[config.mk]
export PLATFORM = sky130hd
export DESIGN_NAME = uart_core_param
export DESIGN_NICKNAME = d
export VERILOG_FILES = /design/src/rtl/uart_core_param.sv
export SDC_FILE = /design/constraint.sdc
export NUM_CORES = 1
export LEC_CHECK = 0
export BUFFER_PORTS_ARGS = -buffer_cell sky130_fd_sc_hd__buf_2
export CAP_MARGIN = 20
export CORE_MARGIN = 2
export CORE_UTILIZATION = 60
export CTS_BUF_LIST = sky130_fd_sc_hd__clkbuf_8
export CTS_CLUSTER_SIZE = 12
export DETAILED_ROUTE_END_ITERATION = 12
export PLACE_DENSITY = 0.79
export SETUP_SLACK_MARGIN = 0.15
export SLEW_MARGIN = 30
export SYNTH_ARGS = -nofsm -noshare
export SYNTH_HDL_FRONTEND = slang
export SYNTH_SLANG_ARGS = --single-unit
export TNS_END_PERCENT = 100
[constraint.sdc]
create_clock -name clk -period 7.7 [get_ports clk]
set_input_delay 0.77 -clock clk [delete_from_list [all_inputs] [get_ports clk]]
set_output_delay 0.77 -clock clk [all_outputs]
set_load 0.01 [all_outputs]
[src/rtl/uart_core_param.sv]
// uart_core_param: parameterised full-duplex UART core.
//
// Frame format: start bit (0), DATA_BITS data bits LSB first, an optional
// parity bit, then STOP_BITS stop bits (1). Every bit lasts CLKS_PER_BIT
// clk cycles. The transmitter and the receiver are independent FSMs.
//
// Ports:
//   clk            sole clock, rising edge
//   rst_n          synchronous active-low reset
//   tx_data        word to send, latched when tx_valid && tx_ready
//   tx_valid       transmit request
//   tx_ready       transmitter idle
//   tx             serial output, idle high
//   rx             serial input, asynchronous to clk
//   rx_data        last delivered receive word
//   rx_valid       rx_data holds a frame not yet acknowledged
//   rx_ack         consumer acknowledge; clears rx_valid and all flags
//   rx_parity_err  parity mismatch in the held frame
//   rx_frame_err   a stop bit of the held frame was sampled low
//   rx_overrun     sticky: a frame completed while rx_valid was set
//
// Both FSMs use the same state encoding:
//   state    | meaning
//   S_IDLE   | line idle; TX waits for a request, RX waits for a falling edge
//   S_START  | start bit; RX checks it again at mid-bit to reject glitches
//   S_DATA   | data bits, LSB first
//   S_PARITY | parity bit (never entered when PARITY_EN=0)
//   S_STOP   | stop bit(s)

module uart_core_param #(
    parameter int CLKS_PER_BIT = 16,
    parameter int DATA_BITS    = 8,
    parameter int PARITY_EN    = 0,
    parameter int PARITY_ODD   = 0,
    parameter int STOP_BITS    = 1
) (
    input  logic                 clk,
    input  logic                 rst_n,
    input  logic [DATA_BITS-1:0] tx_data,
    input  logic                 tx_valid,
    output logic                 tx_ready,
    output logic                 tx,
    input  logic                 rx,
    output logic [DATA_BITS-1:0] rx_data,
    output logic                 rx_valid,
    input  logic                 rx_ack,
    output logic                 rx_parity_err,
    output logic                 rx_frame_err,
    output logic                 rx_overrun
);

    localparam logic [15:0] BIT_LAST   = 16'(CLKS_PER_BIT - 1);
    localparam logic [15:0] HALF_LAST  = 16'(CLKS_PER_BIT / 2 - 1);
    localparam logic [2:0]  DATA_LAST  = 3'(DATA_BITS - 1);
    localparam logic [2:0]  STOP_LAST  = 3'(STOP_BITS - 1);
    localparam logic        HAS_PARITY = (PARITY_EN != 0);
    localparam logic        ODD        = (PARITY_ODD != 0);

    typedef enum logic [2:0] {
        S_IDLE,
        S_START,
        S_DATA,
        S_PARITY,
        S_STOP
    } state_t;

    // ------------------------------------------------------------------
    // Transmitter
    // ------------------------------------------------------------------
    state_t                 tx_state, tx_state_nx;
    logic [15:0]            tx_cnt, tx_cnt_nx;
    logic [2:0]             tx_idx, tx_idx_nx;
    logic [DATA_BITS-1:0]   tx_shift, tx_shift_nx;
    logic                   tx_par, tx_par_nx;

    always_ff @(posedge clk) begin
        if (!rst_n) begin
            tx_state <= S_IDLE;
            tx_cnt   <= '0;
            tx_idx   <= '0;
            tx_shift <= '0;
            tx_par   <= 1'b0;
        end else begin
            tx_state <= tx_state_nx;
            tx_cnt   <= tx_cnt_nx;
            tx_idx   <= tx_idx_nx;
            tx_shift <= tx_shift_nx;
            tx_par   <= tx_par_nx;
        end
    end

    // Bit timer is a down-counter; a bit ends when it reaches zero.
    always_comb begin
        tx_state_nx = tx_state;
        tx_cnt_nx   = tx_cnt;
        tx_idx_nx   = tx_idx;
        tx_shift_nx = tx_shift;
        tx_par_nx   = tx_par;
        case (tx_state)
            S_IDLE: begin
                if (tx_valid) begin
                    tx_state_nx = S_START;
                    tx_cnt_nx   = BIT_LAST;
                    tx_idx_nx   = '0;
                    tx_shift_nx = tx_data;
                    tx_par_nx   = (^tx_data) ^ ODD;
                end
            end
            default: begin
                if (tx_cnt != '0) begin
                    tx_cnt_nx = tx_cnt - 16'd1;
                end else begin
                    tx_cnt_nx = BIT_LAST;
                    case (tx_state)
                        S_START: begin
                            tx_state_nx = S_DATA;
                            tx_idx_nx   = '0;
                        end
                        S_DATA: begin
                            tx_shift_nx = tx_shift >> 1;
                            if (tx_idx == DATA_LAST) begin
                                tx_idx_nx   = '0;
                                tx_state_nx = HAS_PARITY ? S_PARITY : S_STOP;
                            end else begin
                                tx_idx_nx = tx_idx + 3'd1;
                            end
                        end
                        S_PARITY: begin
                            tx_state_nx = S_STOP;
                            tx_idx_nx   = '0;
                        end
                        S_STOP: begin
                            if (tx_idx == STOP_LAST) begin
                                tx_state_nx = S_IDLE;
                                tx_cnt_nx   = '0;
                                tx_idx_nx   = '0;
                            end else begin
                                tx_idx_nx = tx_idx + 3'd1;
                            end
                        end
                        default: tx_state_nx = S_IDLE;
                    endcase
                end
            end
        endcase
    end

    // Line level is a pure decode of registered state, so it changes
    // exactly on the edge that changes the state.
    always_comb begin
        tx = 1'b1;
        case (tx_state)
            S_START:  tx = 1'b0;
            S_DATA:   tx = tx_shift[0];
            S_PARITY: tx = tx_par;
            default:  tx = 1'b1;
        endcase
    end

    assign tx_ready = (tx_state == S_IDLE);

    // ------------------------------------------------------------------
    // Receiver
    // ------------------------------------------------------------------
    logic rx_meta, rx_sync, rx_prev;

    // rx_prev keeps the previous synchronized level for edge detection;
    // after a frame error the line must go high again before a new edge.
    always_ff @(posedge clk) begin
        if (!rst_n) begin
            rx_meta <= 1'b1;
            rx_sync <= 1'b1;
            rx_prev <= 1'b1;
        end else begin
            rx_meta <= rx;
            rx_sync <= rx_meta;
            rx_prev <= rx_sync;
        end
    end

    state_t                 rx_state, rx_state_nx;
    logic [15:0]            rx_cnt, rx_cnt_nx;
    logic [2:0]             rx_idx, rx_idx_nx;
    logic [DATA_BITS-1:0]   rx_shift, rx_shift_nx;
    logic                   rx_par_bit, rx_par_bit_nx;
    logic                   rx_ferr, rx_ferr_nx;
    logic                   frame_done, frame_perr, frame_ferr;

    always_ff @(posedge clk) begin
        if (!rst_n) begin
            rx_state   <= S_IDLE;
            rx_cnt     <= '0;
            rx_idx     <= '0;
            rx_shift   <= '0;
            rx_par_bit <= 1'b0;
            rx_ferr    <= 1'b0;
        end else begin
            rx_state   <= rx_state_nx;
            rx_cnt     <= rx_cnt_nx;
            rx_idx     <= rx_idx_nx;
            rx_shift   <= rx_shift_nx;
            rx_par_bit <= rx_par_bit_nx;
            rx_ferr    <= rx_ferr_nx;
        end
    end

    // The first timeout lands at the middle of the start bit; every later
    // one is a full bit period on, so all samples fall at mid-bit.
    always_comb begin
        rx_state_nx   = rx_state;
        rx_cnt_nx     = rx_cnt;
        rx_idx_nx     = rx_idx;
        rx_shift_nx   = rx_shift;
        rx_par_bit_nx = rx_par_bit;
        rx_ferr_nx    = rx_ferr;
        frame_done    = 1'b0;
        frame_perr    = 1'b0;
        frame_ferr    = 1'b0;
        case (rx_state)
            S_IDLE: begin
                if (rx_prev && !rx_sync) begin
                    rx_state_nx = S_START;
                    rx_cnt_nx   = HALF_LAST;
                end
            end
            default: begin
                if (rx_cnt != '0) begin
                    rx_cnt_nx = rx_cnt - 16'd1;
                end else begin
                    rx_cnt_nx = BIT_LAST;
                    case (rx_state)
                        S_START: begin
                            if (rx_sync) begin
                                rx_state_nx = S_IDLE;
                                rx_cnt_nx   = '0;
                            end else begin
                                rx_state_nx = S_DATA;
                                rx_idx_nx   = '0;
                                rx_ferr_nx  = 1'b0;
                            end
                        end
                        S_DATA: begin
                            rx_shift_nx = {rx_sync, rx_shift[DATA_BITS-1:1]};
                            if (rx_idx == DATA_LAST) begin
                                rx_idx_nx   = '0;
                                rx_state_nx = HAS_PARITY ? S_PARITY : S_STOP;
                            end else begin
                                rx_idx_nx = rx_idx + 3'd1;
                            end
                        end
                        S_PARITY: begin
                            rx_par_bit_nx = rx_sync;
                            rx_state_nx   = S_STOP;
                            rx_idx_nx     = '0;
                        end
                        S_STOP: begin
                            if (!rx_sync) begin
                                rx_ferr_nx = 1'b1;
                            end
                            if (rx_idx == STOP_LAST) begin
                                rx_state_nx = S_IDLE;
                                rx_cnt_nx   = '0;
                                rx_idx_nx   = '0;
                                frame_done  = 1'b1;
                                frame_ferr  = rx_ferr | ~rx_sync;
                                frame_perr  = HAS_PARITY &&
                                              (((^rx_shift) ^ ODD) != rx_par_bit);
                            end else begin
                                rx_idx_nx = rx_idx + 3'd1;
                            end
                        end
                        default: rx_state_nx = S_IDLE;
                    endcase
                end
            end
        endcase
    end

    // Delivery registers. An ack in the same cycle as a completion is
    // applied first, so the new frame loads instead of overrunning.
    logic ack_eff;
    assign ack_eff = rx_ack && rx_valid;

    always_ff @(posedge clk) begin
        if (!rst_n) begin
            rx_data       <= '0;
            rx_valid      <= 1'b0;
            rx_parity_err <= 1'b0;
            rx_frame_err  <= 1'b0;
            rx_overrun    <= 1'b0;
        end else begin
            if (ack_eff) begin
                rx_valid      <= 1'b0;
                rx_parity_err <= 1'b0;
                rx_frame_err  <= 1'b0;
                rx_overrun    <= 1'b0;
            end
            if (frame_done) begin
                if (!rx_valid || ack_eff) begin
                    rx_data       <= rx_shift;
                    rx_parity_err <= frame_perr;
                    rx_frame_err  <= frame_ferr;
                    rx_valid      <= 1'b1;
                end else begin
                    rx_overrun <= 1'b1;
                end
            end
        end
    end

endmodule
==> flow_metrics.env, run 1 <==
export IMPL_slew_viol_final=0
export IMPL_synth_top_cell_area_share=0.404
export IMPL_cp_max_fo=8
export IMPL_critPathLaunchType="flip-flop"
export IMPL_clock_sinks=77
export IMPL_r2r_end="rx_shift[0]$_SDFFE_PN0P_"
export IMPL_gr_total_overflow=0
export IMPL_wire_per_inst_um=15.1
export IMPL_fin_util=0.673
export IMPL_antenna_left=0
export IMPL_synth_area_per_cell_um2=8.38
export IMPL_syn_nets=476
export IMPL_insertion_delay_ps=360
export IMPL_dp_hpwl_um=5930
export IMPL_yosysMostFrequentCell="dfxtp_1"
export IMPL_first_pass_iters=5
export IMPL_reg2reg_depth=7
export IMPL_gr_usage_all_layers=0.248
export IMPL_p_leak_nw=1.70
export IMPL_cp_arrival_ps=2990
export IMPL_syn_area_um2=3810
export IMPL_maxCapViolCount=0
export IMPL_finalWorstPathRequiredPeriod_ps=2750
export IMPL_grt_pass1_wl_um=14300
export IMPL_cts_tree="done"
export IMPL_io_buffers=26
export IMPL_grt_max_degree=33
export IMPL_path_class="flip-flop to flip-flop"
export IMPL_hp_start="rx_meta$_SDFF_PN1_"
export IMPL_cts_buffers=9
export IMPL_hold_depth=1
export IMPL_power_density_nw_per_um2=354
export IMPL_num_vias=3428
export IMPL_finalCritPeriodShare=0.358
export IMPL_drive_above_1_share=0.128
export IMPL_reg2reg_slack_ps=4950
export IMPL_synth_edf_count=0
export IMPL_cts_resized=0
export IMPL_dieArea_um2=7010
export IMPL_initial_core_util=0.611
export IMPL_finalClockSkew_ps=16.1
export IMPL_max_freq_ghz=0.363
export IMPL_clk_pin_slew_worst_paths_ps=80
export IMPL_cts_hold_buf=0
export IMPL_synth_top_area_cell="dfxtp_1"
export IMPL_antenna_found_initial=0
export IMPL_vdd_drop_max_mv=0.219
export IMPL_totalWireLength_um=8370
export IMPL_synth_cell_types=58
export IMPL_synthArstFlopShare=0
export IMPL_setup_viol=0
export IMPL_die_h_um=83.7
export IMPL_grt_pass1_vias=3155
export IMPL_io_pins=27
export IMPL_slew_headroom=0.418
export IMPL_tightest_slew_ps=873
export IMPL_synth_ff_type="dfxtp_1"
export IMPL_status="complete, no violations"
export IMPL_synth_seq_cells=77
export IMPL_min_path_type="flip-flop to flip-flop"
export IMPL_rows=29
export IMPL_cts_buffer_depth=2
export IMPL_cp_required_ps=7930
export IMPL_synth_area_top_cells="dfxtp_1 40%, mux2i_1 5.3%, nor2_1 4.7%, a21oi_1 4.2%, nand2_1 3.8%"
export IMPL_antennaDiodeCount=0
export IMPL_viasPerCell=6.18
export IMPL_gp_congestion=0.847
export IMPL_min_to="rx_sync$_SDFF_PN1_"
export IMPL_r2r_start="rx_cnt[0]$_SDFFE_PN0P_"
export IMPL_netlist_instances=455
export IMPL_synth_warnings=0
export IMPL_drcViolationCount=0
export IMPL_postCtsSetupRepairBufs=0
export IMPL_tns_ps=0
export IMPL_drtIter0Drc=165
export IMPL_ys_seq_area_frac=0.404
export IMPL_hold_violations=0
export IMPL_synth_commonest_cells="77 x dfxtp_1, 48 x nor2_1, 39 x nand2_1"
export IMPL_htreeDepth=3
export IMPL_core_area_um2=6240
export IMPL_cp_end_kind="flip-flop"
export IMPL_area_growth_pct=10.2
export IMPL_finalNetCount=494
export IMPL_dieWidth_um=83.7
export IMPL_rsz0062_at_grt="false"
export IMPL_cts_root_buffer="clkbuf_8"
==> registers in the layout (all words and copies together) (netlist names), 8 cells and up <==
signal and flops:
tx_shift 8, rx_data 8, rx_shift 8, rx_cnt 16
tx_cnt 16
==> layout make-up <==
type | instances | area [um2]
multi-input combinational | 333 | 2100
fill | 527 | 2040
sequential | 77 | 1540
timing repair buffer | 29 | 153
clock buffer | 10 | 138
tap | 77 | 96.3
clock inverter | 6 | 86.3
inverter | 23 | 86.3
==> power by group <==
group	switching [mW]	leakage (nW)	total (mW)	internal [mW]
sequential	0.0823	0.628	0.551	0.468
clock	0.148	0.112	0.339	0.191
combinational	0.374	0.961	0.595	0.222
total	0.605	1.70	1.49	0.881
==> worst max path at each step <==
stage / from / to / slack, ps / depth (start not counted)
finish: rx_cnt[0]$_SDFFE_PN0P_ / rx_shift[0]$_SDFFE_PN0P_ / 4950 / 7
global route: rx_cnt[0]$_SDFFE_PN0P_ / rx_shift[7]$_SDFFE_PN0P_ / 4820 / 7
CTS: rx_cnt[0]$_SDFFE_PN0P_ / rx_shift[0]$_SDFFE_PN0P_ / 4940 / 7
detailed placement: rx_cnt[0]$_SDFFE_PN0P_ / rx_shift[0]$_SDFFE_PN0P_ / 4970 / 7
global placement: rx_cnt[0]$_SDFFE_PN0P_ / rx_shift[4]$_SDFFE_PN0P_ / 5050 / 7
floorplan: rx_cnt[0]$_SDFFE_PN0P_ / rx_shift[1]$_SDFFE_PN0P_ / 5300 / 8
==> placed cells by master (no fill, tap or decap), types with 3 or more instances in the layout <==
cell,instances
a211oi_1,3
a21oi_1,32
a221oi_1,3
a22o_1,3
a31oi_1,16
buf_2,26
buf_4,3
clkbuf_8,10
dfxtp_1,77
ha_1,8
inv_1,21
mux2i_1,20
nand2_1,39
nand2b_1,7
nand3_1,13
nand4b_1,3
nor2_1,48
nor2b_1,3
nor3_1,18
nor3b_1,3
nor4_1,4
o211ai_1,5
o21a_1,8
o21ai_0,18
o221a_2,7
o31ai_1,4
o41ai_1,4
or2_2,3
or3_1,10
or4_1,8
xnor2_1,7
==> per-layer routing <==
layer | part of all wire | vias up | GRT usage
li1 | - | 1707 | -
met2 | 0.49 | 96 | 0.412
met3 | 0.050 | 15 | 0.0485
met1 | 0.44 | 1610 | 0.320
met5 | 0 | - | 0
met4 | 0.019 | 0 | 0.0953
==> worst max-delay path, stage by stage, from the launching register on <==
cell	delay, ps
dfxtp_1	350
inv_1	70
ha_1	230
or4b_4	530
or3b_1	410
or4_1	730
mux2i_1	260
nor2_1	60
==> cells by family after synthesis <==
logic type,synth area share
compound gates,0.219
xor+xnor,0.0207
fa+ha+maj,0.0263
buf+inv,0.0466
flops,0.404
mux,0.0555
simple gates,0.227
==> per-stage QoR <==
stage	setup WS (ps)	hold slack (ps)	instances	total power [mW]	instance area [um2]
final	4950	429	555	1.49	4200
after floorplan	5300	386	455	1.00	3810
after global placement	5050	398	539	1.12	3980
after detailed placement	4970	413	539	1.14	3980
after global routing	4820	443	555	1.59	4200
after CTS	4940	437	555	1.48	4200
Note: power is estimated with default switching activity, not from simulation.
==> run 2: changes to the inputs <==
--- a/config.mk
+++ b/config.mk
@@ -8,11 +8,11 @@
 export BUFFER_PORTS_ARGS = -buffer_cell sky130_fd_sc_hd__buf_2
 export CAP_MARGIN = 20
 export CORE_MARGIN = 2
-export CORE_UTILIZATION = 60
+export CORE_UTILIZATION = 56
 export CTS_BUF_LIST = sky130_fd_sc_hd__clkbuf_8
 export CTS_CLUSTER_SIZE = 12
 export DETAILED_ROUTE_END_ITERATION = 12
-export PLACE_DENSITY = 0.79
+export PLACE_DENSITY = 0.78
 export SETUP_SLACK_MARGIN = 0.15
 export SLEW_MARGIN = 30
 export SYNTH_ARGS = -nofsm -noshare
==> constraint.sdc (replaced) <==
create_clock -name clk -period 2.5 [get_ports clk]
set_input_delay 0.25 -clock clk [delete_from_list [all_inputs] [get_ports clk]]
set_output_delay 0.25 -clock clk [all_outputs]
set_load 0.01 [all_outputs]
==> flow_metrics.env, run 2 (synthesized netlist as in run 1, its figures left out) <==
export IMPL_clk_pin_slew_worst_paths_ps=90
export IMPL_wire_per_inst_um=14.9
export IMPL_finalNetCount=519
export IMPL_drive_above_1_share=0.187
export IMPL_antenna_left=0
export IMPL_p_switching_mw=2.02
export IMPL_cts_root_buffer="clkbuf_8"
export IMPL_multi_input_area_um2=2150
export IMPL_cp_end_kind="flip-flop"
export IMPL_cts_hold_buf=0
export IMPL_hold_violations=0
export IMPL_dieArea_um2=7480
export IMPL_tns_ps=0
export IMPL_drtIter0Drc=194
export IMPL_cts_buffers=9
export IMPL_cp_required_ps=2750
export IMPL_tightest_slew_ps=761
export IMPL_area_growth_pct=16.1
export IMPL_p_int_mw=2.87
export IMPL_status="complete, no violations"
export IMPL_slew_viol_final=0
export IMPL_hold_depth=2
export IMPL_num_vias=3564
export IMPL_clock_sinks=77
export IMPL_cts_buffer_depth=2
export IMPL_gr_usage_all_layers=0.236
export IMPL_io_buffers=26
export IMPL_stdcell_count=583
export IMPL_gp_congestion=0.925
export IMPL_final_common_cell="dfxtp_1"
export IMPL_r2r_start="rx_cnt[1]$_SDFFE_PN0P_"
export IMPL_final_cell_mix="76 x dfxtp_1, 48 x nor2_1, 39 x nand2_1"
export IMPL_reg2reg_depth=8
export IMPL_gr_total_overflow=0
export IMPL_cp_max_fo=8
export IMPL_max_freq_ghz=0.427
export IMPL_seq_power_share=0.346
export IMPL_antennaDiodeCount=0
export IMPL_dieWidth_um=86.5
export IMPL_rows=30
export IMPL_reg2reg_slack_ps=160
export IMPL_viasPerCell=6.11
export IMPL_dp_hpwl_um=5990
export IMPL_maxCapViolCount=0
export IMPL_rsz0062_at_grt="true"
export IMPL_slew_headroom=0.489
export IMPL_hp_start="rx"
export IMPL_initial_core_util=0.571
export IMPL_first_pass_iters=5
export IMPL_vdd_drop_max_mv=0.606
export IMPL_cp_arrival_ps=2590
export IMPL_pwr_share_comb=0.460
export IMPL_final_seq_area_um2=1540
export IMPL_antenna_found_initial=0
export IMPL_path_class="flip-flop to flip-flop"
export IMPL_grt_pass1_wl_um=14200
export IMPL_insertion_delay_ps=360
export IMPL_finalCritPeriodShare=0.936
export IMPL_critPathLaunchType="flip-flop"
export IMPL_setup_viol=0
export IMPL_grt_max_degree=25
export IMPL_grt_pass1_vias=3239
export IMPL_netSwitchingFraction=0.414
export IMPL_dpl_cell_count=560
export IMPL_io_pins=27
export IMPL_reg_top3="rx_cnt: 16 flops, tx_cnt: 16 flops"
export IMPL_num_fill_cells=548
export IMPL_min_to="rx_meta$_SDFF_PN1_"
export IMPL_power_mw=4.89
export IMPL_min_path_type="input pin to flip-flop"
export IMPL_totalWireLength_um=8670
export IMPL_power_density_nw_per_um2=1110
export IMPL_finalWorstPathRequiredPeriod_ps=2340
export IMPL_cts_tree="done"
export IMPL_r2r_end="rx_shift[7]$_SDFFE_PN0P_"
export IMPL_p_clk_frac=0.194
export IMPL_die_h_um=86.5
export IMPL_finalClockSkew_ps=12.1
export IMPL_htreeDepth=3
export IMPL_drcViolationCount=0
export IMPL_core_area_um2=6680
export IMPL_p_leak_nw=1.82
==> run 2: power by group through the flow <==
stage / combinational (mW) / clock (mW) / sequential, mW
floorplan: 1.47 / 0 / 1.62
global placement: 1.96 / 0 / 1.69
detailed placement: 2.01 / 0 / 1.70
CTS: 2.10 / 0.966 / 1.67
global route: 2.49 / 1.01 / 1.72
finish: 2.25 / 0.951 / 1.69
==> run 2: worst max path at each step <==
| stage | from | to | slack, ps | cells past startpoint |
|---|---|---|---|---|
| 6_report | rx_cnt[1]$_SDFFE_PN0P_ | rx_shift[7]$_SDFFE_PN0P_ | 160 | 8 |
| 5_1_grt | rx_cnt[1]$_SDFFE_PN0P_ | rx_shift[7]$_SDFFE_PN0P_ | 120 | 8 |
| 4_1_cts | rx_cnt[1]$_SDFFE_PN0P_ | rx_shift[6]$_SDFFE_PN0P_ | 140 | 8 |
| 3_5_place_dp | rx_cnt[1]$_SDFFE_PN0P_ | rx_shift[6]$_SDFFE_PN0P_ | 30 | 8 |
| 3_3_place_gp | rx_cnt[1]$_SDFFE_PN0P_ | rx_shift[7]$_SDFFE_PN0P_ | 110 | 8 |
| 2_1_floorplan | rx_cnt[0]$_SDFFE_PN0P_ | rx_shift[1]$_SDFFE_PN0P_ | 160 | 8 |
==> run 2: routing by layer <==
metal	track usage	up-vias	routed length [um]	part of all wire
li1	-	1766	-	-
met1	0.287	1667	3860	0.45
met2	0.400	118	4210	0.49
met3	0.0648	13	484	0.056
met4	0.0866	0	108	0.012
met5	0	-	0	0
==> run 2: repair_timing <==
item                       CTS  global route
pin swaps                    1             1
setup buffers                3             3
gates resized for setup      6            11
gates cloned                 0             1
setup endpoints to repair   17            31
==> run 2: worst max-delay path: stages, from the launching register on <==
cell and delay, ps:
dfxtp_2 330, inv_2 80, ha_4 130, or4b_4 480
or3b_4 390, or4_4 440, buf_8 160, mux2i_1 160
nor2_1 50
==> run 2: layout make-up <==
| class | instances | share of cell area |
|---|---|---|
| multi-input cells | 333 | 0.485 |
| flip-flops and latches | 77 | 0.349 |
| repair buffers | 54 | 0.0794 |
| clock buffers | 9 | 0.0280 |
| well taps | 80 | 0.0226 |
| inverters | 23 | 0.0195 |
| clock inverters | 7 | 0.0167 |
==> run 2: per-stage QoR <==
step	hold WS (ps)	setup slack, ps	utilization	cell area [um2]
after floorplan	351	163	-	3810
after global placement	403	114	0.616	4120
after detailed placement	400	33.9	0.616	4120
after CTS	56.8	138	0.651	4350
after global routing	83.8	122	0.663	4430
final	66.5	160	0.663	4430
==> run 3: changes to the inputs <==
--- a/config.mk
+++ b/config.mk
@@ -5,7 +5,7 @@
 export SDC_FILE = /design/constraint.sdc
 export NUM_CORES = 1
 export LEC_CHECK = 0
-export BUFFER_PORTS_ARGS = -buffer_cell sky130_fd_sc_hd__buf_2
+export BUFFER_PORTS_ARGS = -buffer_cell sky130_fd_sc_hd__buf_4
 export CAP_MARGIN = 20
 export CORE_MARGIN = 2
 export CORE_UTILIZATION = 56
==> flow_metrics.env, run 3 (synthesized netlist as in run 1, its figures left out) <==
export IMPL_multi_input_area_um2=2140
export IMPL_first_pass_iters=7
export IMPL_netSwitchingFraction=0.414
export IMPL_p_leak_nw=1.83
export IMPL_p_switching_mw=2.05
export IMPL_gr_total_overflow=0
export IMPL_dp_hpwl_um=6080
export IMPL_power_density_nw_per_um2=1100
export IMPL_reg_top3="rx_cnt: 16 flops, tx_cnt: 16 flops"
export IMPL_tightest_slew_ps=601
export IMPL_cp_required_ps=2740
export IMPL_final_cell_area_um2=4500
export IMPL_grt_pass1_wl_um=15100
export IMPL_final_common_cell="dfxtp_1"
export IMPL_htreeDepth=3
export IMPL_max_freq_ghz=0.429
export IMPL_antenna_left=0
export IMPL_maxCapViolCount=0
export IMPL_cp_max_fo=8
export IMPL_finalCritPeriodShare=0.932
export IMPL_vdd_drop_max_mv=0.637
export IMPL_placed_area_um2=4190
export IMPL_insertion_delay_ps=360
export IMPL_finalClockSkew_ps=13.8
export IMPL_final_cell_mix="75 x dfxtp_1, 52 x buf_4, 48 x nor2_1"
export IMPL_cp_arrival_ps=2570
export IMPL_finalNetCount=519
export IMPL_path_class="flip-flop to flip-flop"
export IMPL_wire_per_inst_um=15.2
export IMPL_antennaDiodeCount=0
export IMPL_viasPerCell=6.13
export IMPL_slew_viol_final=0
export IMPL_antenna_found_initial=0
export IMPL_io_buffers=26
export IMPL_cts_buffers=9
export IMPL_pwr_share_comb=0.455
export IMPL_rows=30
export IMPL_tns_ps=0
export IMPL_fin_ws_ps=171
export IMPL_status="complete, no violations"
export IMPL_final_seq_area_um2=1540
export IMPL_hold_slack_ps=69.8
export IMPL_setup_viol=0
export IMPL_drive_above_1_share=0.189
export IMPL_seq_power_share=0.341
export IMPL_gr_usage_all_layers=0.250
export IMPL_io_pins=27
export IMPL_drtIter0Drc=250
export IMPL_grt_max_degree=33
export IMPL_core_area_um2=6680
export IMPL_totalWireLength_um=8850
export IMPL_dieArea_um2=7480
export IMPL_rsz0062_at_grt="true"
export IMPL_cts_root_buffer="clkbuf_8"
export IMPL_hold_violations=0
export IMPL_dieWidth_um=86.5
export IMPL_drcViolationCount=0
export IMPL_finalWorstPathRequiredPeriod_ps=2330
export IMPL_clk_pin_slew_worst_paths_ps=90
export IMPL_p_int_mw=2.90
export IMPL_p_clk_frac=0.204
export IMPL_clock_sinks=77
export IMPL_die_h_um=86.5
export IMPL_cts_tree="done"
export IMPL_num_fill_cells=562
export IMPL_cts_buffer_depth=2
export IMPL_post_place_ws_ps=64.0
export IMPL_area_growth_pct=17.9
export IMPL_gp_congestion=0.850
export IMPL_cp_end_kind="flip-flop"
export IMPL_slew_headroom=0.598
export IMPL_critPathLaunchType="flip-flop"
export IMPL_grt_pass1_vias=3312
export IMPL_initial_core_util=0.571
export IMPL_min_path_type="input pin to flip-flop"
export IMPL_num_vias=3575
==> run 3: cell types whose count changed in the layout (fill, tap and decap cells not counted), sizes merged <==
cell / before / now
clkbuf: 10 / 9
clkinv: 5 / 2
buf: 53 / 54
clkinvlp: 0 / 1
inv: 24 / 26
==> run 3: layout make-up <==
| type | instances | share of cell area |
|---|---|---|
| Clock inverter | 7 | 0.0192 |
| Inverter | 23 | 0.0192 |
| Multi-Input combinational cell | 333 | 0.476 |
| Clock buffer | 9 | 0.0276 |
| Tap cell | 80 | 0.0223 |
| Sequential cell | 77 | 0.343 |
| Timing Repair Buffer | 54 | 0.0927 |
==> run 3: power by group through the flow <==
| stage | Clock (mW) | Combinational (mW) | Sequential, mW |
|---|---|---|---|
| detailed placement | 0 | 2.05 | 1.70 |
| finish | 1.01 | 2.26 | 1.69 |
| global placement | 0 | 2.01 | 1.69 |
| CTS | 1.03 | 2.14 | 1.68 |
| global route | 1.09 | 2.50 | 1.72 |
| floorplan | 0 | 1.47 | 1.62 |
==> run 3: per-layer routing <==
| layer | vias to the layer above | GRT usage | routed length, um |
|---|---|---|---|
| met3 | 19 | 0.0429 | 459 |
| met5 | - | 0 | 0 |
| met2 | 115 | 0.423 | 4290 |
| met4 | 0 | 0.0938 | 176 |
| met1 | 1677 | 0.318 | 3920 |
| li1 | 1764 | - | - |
==> run 3: stage by stage <==
stage          instances   util  power [mW]
5_1_grt              583  0.673        5.31
3_5_place_dp         561  0.627        3.76
3_3_place_gp         561  0.627        3.70
2_1_floorplan        455      -        3.10
4_1_cts              580  0.664        4.85
6_report             583  0.673        4.96
==> run 3: path summary, 6_finish.rpt <==
kind | from | to | slack (ps) | cells after the start
max | rx_cnt[1]$_SDFFE_PN0P_ | rx_shift[7]$_SDFFE_PN0P_ | 170 | 8
min | rx | rx_meta$_SDFF_PN1_ | 70 | 2
max reg2reg | rx_cnt[1]$_SDFFE_PN0P_ | rx_shift[7]$_SDFFE_PN0P_ | 170 | 8
min reg2reg | rx_meta$_SDFF_PN1_ | rx_sync$_SDFF_PN1_ | 430 | 1
==> run 3: critical path, stage by stage (launching register included) <==
cell and delay, ps:
dfxtp_2 330, inv_2 70, ha_4 130, or4b_4 490, or3b_4 400, or4_4 430
buf_8 160, mux2i_1 140, nor2_1 60
==> run 3: timing repair <==
item / 4_1_cts / 5_1_grt
cloned: 0 / 1
resized for setup: 6 / 9
endpoints found under the setup margin: 9 / 18
setup buffers: 3 / 2
pin swaps: 1 / 1
hold buffers: 0 / 0
